[src/rtl/falafel_input_parser.sv]
// Host request parser for the falafel allocator: decodes header/payload word pairs
// into config register writes, aligned allocation requests and free requests.
package falafel_pkg;
  localparam int unsigned WORD_W = 64;
  localparam int unsigned ID_W   = 8;
  localparam int unsigned ADDR_W = 16;
  localparam int unsigned OP_W   = 4;

  localparam int unsigned BLOCK_ALIGNMENT  = 8;
  localparam int unsigned MIN_PAYLOAD_SIZE = 32;

  typedef logic [WORD_W-1:0] word_t;

  localparam word_t NULL_PTR = '0;

  localparam logic [OP_W-1:0] REQ_ACCESS_REGISTER = 4'd0;
  localparam logic [OP_W-1:0] REQ_ALLOC_MEM       = 4'd1;
  localparam logic [OP_W-1:0] REQ_FREE_MEM        = 4'd2;

  localparam logic [ADDR_W-1:0] ADDR_FREE_LIST_PTR = 16'h0010;
  localparam logic [ADDR_W-1:0] ADDR_LOCK_PTR      = 16'h0018;
  localparam logic [ADDR_W-1:0] ADDR_LOCK_ID       = 16'h0020;

  typedef struct packed {
    logic [ID_W-1:0] id;
    word_t           size;
  } alloc_entry_t;

  typedef struct packed {
    word_t free_list_ptr;
    word_t lock_ptr;
    word_t lock_id;
  } config_regs_t;

  // Clamp to the minimum size, then round up to the alignment granule (power of two).
  function automatic word_t align_size(input word_t size, input word_t alignment,
                                       input word_t min_size);
    word_t s;
    s = (size < min_size) ? min_size : size;
    return (s + alignment - WORD_W'(1)) & ~(alignment - WORD_W'(1));
  endfunction
endpackage

module falafel_input_parser
  import falafel_pkg::*;
#(
  parameter int unsigned ALIGNMENT = BLOCK_ALIGNMENT,
  parameter int unsigned MIN_SIZE  = MIN_PAYLOAD_SIZE
) (
  input  logic                 clk_i,
  input  logic                 rst_ni,
  input  logic                 in_valid_i,
  output logic                 in_ready_o,
  input  word_t                in_data_i,
  output logic                 alloc_valid_o,
  input  logic                 alloc_ready_i,
  output alloc_entry_t         alloc_req_o,
  output logic                 free_valid_o,
  input  logic                 free_ready_i,
  output logic [ID_W-1:0]      free_id_o,
  output word_t                free_ptr_o,
  output config_regs_t         cfg_regs_o,
  output logic                 bad_req_o
);

  typedef enum logic [1:0] {
    ST_IDLE,
    ST_PAYLOAD,
    ST_ALLOC_OUT,
    ST_FREE_OUT
  } state_t;

  // Largest payload whose rounded size still fits in a word.
  localparam word_t ALLOC_LIMIT = word_t'(0) - word_t'(ALIGNMENT);

  state_t            r_state, w_state_nxt;
  logic [OP_W-1:0]   r_op, w_op_nxt;
  logic [ID_W-1:0]   r_id, w_id_nxt;
  logic [ADDR_W-1:0] r_addr, w_addr_nxt;
  logic              r_in_ready;
  logic              r_alloc_valid;
  logic              r_free_valid;
  logic              r_bad, w_bad_nxt;
  alloc_entry_t      r_alloc_req, w_alloc_req_nxt;
  logic [ID_W-1:0]   r_free_id, w_free_id_nxt;
  word_t             r_free_ptr, w_free_ptr_nxt;
  config_regs_t      r_cfg, w_cfg_nxt;

  logic              w_accept;
  logic [OP_W-1:0]   w_hdr_op;
  word_t             w_aligned;

  assign w_accept  = in_valid_i && r_in_ready;
  assign w_hdr_op  = in_data_i[3:0];
  assign w_aligned = align_size(in_data_i, word_t'(ALIGNMENT), word_t'(MIN_SIZE));

  // State and output registers.
  always_ff @(posedge clk_i) begin
    if (!rst_ni) begin
      r_state       <= ST_IDLE;
      r_op          <= '0;
      r_id          <= '0;
      r_addr        <= '0;
      r_in_ready    <= 1'b1;
      r_alloc_valid <= 1'b0;
      r_free_valid  <= 1'b0;
      r_bad         <= 1'b0;
      r_alloc_req   <= '0;
      r_free_id     <= '0;
      r_free_ptr    <= '0;
      r_cfg         <= '0;
    end else begin
      r_state       <= w_state_nxt;
      r_op          <= w_op_nxt;
      r_id          <= w_id_nxt;
      r_addr        <= w_addr_nxt;
      r_in_ready    <= (w_state_nxt == ST_IDLE) || (w_state_nxt == ST_PAYLOAD);
      r_alloc_valid <= (w_state_nxt == ST_ALLOC_OUT);
      r_free_valid  <= (w_state_nxt == ST_FREE_OUT);
      r_bad         <= w_bad_nxt;
      r_alloc_req   <= w_alloc_req_nxt;
      r_free_id     <= w_free_id_nxt;
      r_free_ptr    <= w_free_ptr_nxt;
      r_cfg         <= w_cfg_nxt;
    end
  end

  // Next-state decode and message handling.
  always_comb begin
    w_state_nxt     = r_state;
    w_op_nxt        = r_op;
    w_id_nxt        = r_id;
    w_addr_nxt      = r_addr;
    w_bad_nxt       = 1'b0;
    w_alloc_req_nxt = r_alloc_req;
    w_free_id_nxt   = r_free_id;
    w_free_ptr_nxt  = r_free_ptr;
    w_cfg_nxt       = r_cfg;

    case (r_state)
      ST_IDLE: begin
        if (w_accept) begin
          if (w_hdr_op <= REQ_FREE_MEM) begin
            w_op_nxt    = w_hdr_op;
            w_id_nxt    = in_data_i[11:4];
            w_addr_nxt  = in_data_i[27:12];
            w_state_nxt = ST_PAYLOAD;
          end else begin
            w_bad_nxt = 1'b1;
          end
        end
      end

      ST_PAYLOAD: begin
        if (w_accept) begin
          w_state_nxt = ST_IDLE;
          case (r_op)
            REQ_ACCESS_REGISTER: begin
              case (r_addr)
                ADDR_FREE_LIST_PTR: w_cfg_nxt.free_list_ptr = in_data_i;
                ADDR_LOCK_PTR:      w_cfg_nxt.lock_ptr      = in_data_i;
                ADDR_LOCK_ID:       w_cfg_nxt.lock_id       = in_data_i;
                default:            w_bad_nxt               = 1'b1;
              endcase
            end
            REQ_ALLOC_MEM: begin
              if (in_data_i > ALLOC_LIMIT) begin
                w_bad_nxt = 1'b1;
              end else begin
                w_alloc_req_nxt.id   = r_id;
                w_alloc_req_nxt.size = w_aligned;
                w_state_nxt          = ST_ALLOC_OUT;
              end
            end
            REQ_FREE_MEM: begin
              if (in_data_i == NULL_PTR) begin
                w_bad_nxt = 1'b1;
              end else begin
                w_free_id_nxt  = r_id;
                w_free_ptr_nxt = in_data_i;
                w_state_nxt    = ST_FREE_OUT;
              end
            end
            default: w_state_nxt = ST_IDLE;
          endcase
        end
      end

      ST_ALLOC_OUT: if (alloc_ready_i) w_state_nxt = ST_IDLE;

      ST_FREE_OUT:  if (free_ready_i) w_state_nxt = ST_IDLE;

      default: w_state_nxt = ST_IDLE;
    endcase
  end

  assign in_ready_o    = r_in_ready;
  assign alloc_valid_o = r_alloc_valid;
  assign alloc_req_o   = r_alloc_req;
  assign free_valid_o  = r_free_valid;
  assign free_id_o     = r_free_id;
  assign free_ptr_o    = r_free_ptr;
  assign cfg_regs_o    = r_cfg;
  assign bad_req_o     = r_bad;

endmodule

[config.mk]
export PLATFORM = sky130hd
export DESIGN_NAME = falafel_input_parser
export DESIGN_NICKNAME = d
export VERILOG_FILES = /design/src/rtl/falafel_input_parser.sv
export SDC_FILE = /design/constraint.sdc
export NUM_CORES = 1
export LEC_CHECK = 0
export BUFFER_PORTS_ARGS = -buffer_cell sky130_fd_sc_hd__buf_2
export CAP_MARGIN = 10
export CORE_AREA = 2 2 196 160
export DETAILED_ROUTE_END_ITERATION = 6
export DIE_AREA = 0 0 198 162
export PLACE_DENSITY = 0.72
export SLEW_MARGIN = 15
export SYNTH_ARGS = -nofsm -noshare
export SYNTH_HDL_FRONTEND = slang
export SYNTH_SLANG_ARGS = --single-unit
[constraint.sdc]
create_clock -name clk_i -period 3.1 [get_ports clk_i]
set_clock_uncertainty 0.15 [all_clocks]
set_input_delay 0.31 -clock clk_i [delete_from_list [all_inputs] [get_ports clk_i]]
set_output_delay 0.31 -clock clk_i [all_outputs]
set_load 0.005 [all_outputs]
==> results.sh <==
export IMPL_status="complete, no violations"
export IMPL_drt_vias_per_instance=5.45
export IMPL_crit_type="input port to flip-flop"
export IMPL_gp_congestion=0.825
export IMPL_vdd_drop_max_mv=0.397
export IMPL_cts_num_sinks=367
export IMPL_synth_top_area_frac=0.495
export IMPL_arrival_ns=3.22
export IMPL_max_freq_mhz=338
export IMPL_cp_cell_sequence="dlygate4sd3_1 -> buf_2 -> nand4_2 -> nor4_4 -> nand3_1 -> a2111oi_2 -> xnor2_1 -> a21oi_1"
export IMPL_async_reset_ff_frac=0
export IMPL_rows=57
export IMPL_crit_family="simple AND/OR/NAND/NOR gates"
export IMPL_post_cts_buffers=0
export IMPL_crit_slowest_cell="a2111oi_2"
export IMPL_hold_worst_slack_ns=0.0239
export IMPL_wl_met2_mm=23.3
export IMPL_crit_buf_inv=2
export IMPL_area_growth_pct=26.5
export IMPL_tns_ns=0
export IMPL_hold_viol=0
export IMPL_cts_buffers=39
export IMPL_min_from="in_data_i[22]"
export IMPL_worst_pin_slew_ns=1.04
export IMPL_die_w_um=198
export IMPL_drv_cap=0
export IMPL_htreeDepth=2
export IMPL_routed_wl_mm=51.9
export IMPL_coreArea_mm2=0.0300
export IMPL_layout_setup_ws_ns=0.144
export IMPL_root_buffer="clkbuf_16"
export IMPL_yosysTopAreaCell="dfxtp_1"
export IMPL_final_net_count=2276
export IMPL_ys_ff_latch=367
export IMPL_netlist_area_mm2=0.0148
export IMPL_synth_enable_flop_cells=0
export IMPL_yosys_warnings=0
export IMPL_antenna_found_initial=3
export IMPL_crit_start="in_data_i[7]"
export IMPL_drv_slew=0
export IMPL_clk_pin_slew_ns=0.06
export IMPL_first_global_vias=13600
export IMPL_post_dp_hpwl_mm=35.7
export IMPL_synth_lib_cells_used_distinct=65
export IMPL_synth_ff_type="dfxtp_1"
export IMPL_ios=409
export IMPL_max_slew_margin=0.307
export IMPL_synth_area_top_cells="dfxtp_1, nand2_1, a21oi_1, mux2i_1, clkbuf_1"
export IMPL_netlist_instances=1847
export IMPL_grt_max_degree=170
export IMPL_crit_required_ns=3.36
export IMPL_grt_use_total=0.314
export IMPL_overflow=0
export IMPL_hold_class="input port to flip-flop"
export IMPL_drc=0
export IMPL_synth_seq_area_share=0.495
export IMPL_rr_startpoint="r_op[1]"
export IMPL_cts_max_path_buffers=3
export IMPL_port_buffer_count=405
export IMPL_pre_cts_slack_ns=0.306
export IMPL_grt_pass1_wl_mm=78.5
export IMPL_cts_tree="built"
export IMPL_dieArea_mm2=0.0321
export IMPL_drt_initial_drc_count=1119
export IMPL_power_density_mw_per_mm2=526
export IMPL_drive_gt1_frac=0.248
export IMPL_endpoint_kind="flip-flop"
export IMPL_critPathLaunchType="input port"
export IMPL_slowest_delay_ns=0.72
export IMPL_vias=14400
export IMPL_post_drt_wl_per_cell_um=19.6
export IMPL_p_leak_uw=0.00767
export IMPL_setup_violations=0
export IMPL_fin_crit_ns=2.96
export IMPL_clock_latency_ns=0.53
export IMPL_drtAntennaViolNets=0
export IMPL_syn_area_per_cell_um2=8.03
export IMPL_die_y_um=162
export IMPL_start_util=0.494
export IMPL_rsz0062_at_grt="no"
export IMPL_layout_common_cells="nand2_1, buf_2, dfxtp_1"
export IMPL_drt_met1_wl_mm=22.2
export IMPL_crit_fanout=11
export IMPL_top_layer_used="met5"
export IMPL_final_common_cell="nand2_1"
export IMPL_route_met3_wl_mm=5.11
export IMPL_drt_pass1_iterations=5
export IMPL_min_period_over_period=0.954
## cells by family (layout without fill, tap and decap cells)
| logic type | count (synthesis) | after routing | synth area share |
|---|---|---|---|
| simple gates | 828 | 828 | 0.242 |
| flops | 367 | 367 | 0.495 |
| compound gates | 350 | 350 | 0.133 |
| buf+inv | 191 | 573 | 0.0577 |
| mux | 71 | 71 | 0.0479 |
| xor+xnor | 39 | 39 | 0.0230 |
| other cells | 1 | 4 | 0.000253 |
## where the power goes
group | internal [uW] | switching, uW
logic | 161 | 358
clock network | 2740 | 1870
registers | 4730 | 9.40
## area by class of cell
cell class,instances,area (um2)
clock inverter,8,90.1
inverter,5,26.3
clock buffer,57,1160
antenna,1,2.50
timing repair buffer,503,2950
sequential,367,7350
tap,413,517
fill,2654,11300
multi-input combinational,1291,6680
## registers in the layout, summed over array words and instances, names as in the netlist
register,count
cfg_regs_o,192
r_state,2
alloc_valid_o,1
r_id,8
r_addr,16
alloc_req_o,69
free_id_o,8
free_ptr_o,64
r_op,4
free_valid_o,1
in_ready_o,1
bad_req_o,1
## worst register-to-register path: stages, from the launching register on
cell      delay [ns]
dfxtp_1         0.33
buf_4           0.18
nor4_1          0.32
nand4_1         0.24
and4bb_2        0.42
nand2b_2        0.42
buf_12          0.36
nand2_1         0.11
a21oi_1         0.06
## cells in the mapped netlist (2+ instances only)
cell type,count
nand2_1,628
dfxtp_1,367
a21oi_1,251
clkbuf_1,127
mux2i_1,71
nor2_1,45
nand3_1,34
buf_2,33
a211oi_1,30
o21ai_0,24
nor4_1,22
xor2_1,22
nand4_1,21
xnor2_1,17
and3_1,15
nor3_1,11
a31oi_1,10
and4_1,10
buf_1,10
buf_6,10
and2_1,8
buf_4,6
or3_1,6
inv_1,5
a41oi_1,4
o41ai_1,4
a311oi_1,3
nor2b_1,3
nor3_2,3
o21ai_1,3
a21bo_2,2
a21o_1,2
a31o_2,2
nand2b_1,2
nand4_2,2
nand4_4,2
nand4bb_1,2
nor4_4,2
o31a_1,2
## through the flow
stage / total power [uW] / std cells / util / instance area, um2
final: 9870 / 2645 / 0.625 / 18800
after global routing: 10200 / 2644 / 0.625 / 18800
after CTS: 9910 / 2644 / 0.625 / 18800
after detailed placement: 5320 / 2543 / 0.571 / 17200
after global placement: 5310 / 2543 / 0.571 / 17200
after floorplan: 5130 / 1849 / - / 14800
## per-layer routing
layer,global-route usage,vias up
met1,0.413,6764
met2,0.503,692
met4,0.0967,4
met3,0.0860,92
met5,0,-
li1,-,6860
## final timing paths
kind	slack, ns	cells past startpoint	endpoint
hold reg to reg	0.30	2	alloc_req_o[64]
hold / removal	0.02	3	cfg_regs_o[22]
setup / recovery	0.14	8	alloc_req_o[32]
setup reg to reg	0.36	8	cfg_regs_o[178]
## repair_timing
action,in CTS,in global routing
hold buffers,36,0
hold endpoints to repair,136,0
gates resized for setup,0,0
No activity file was read; power rests on OpenSTA's default activity.
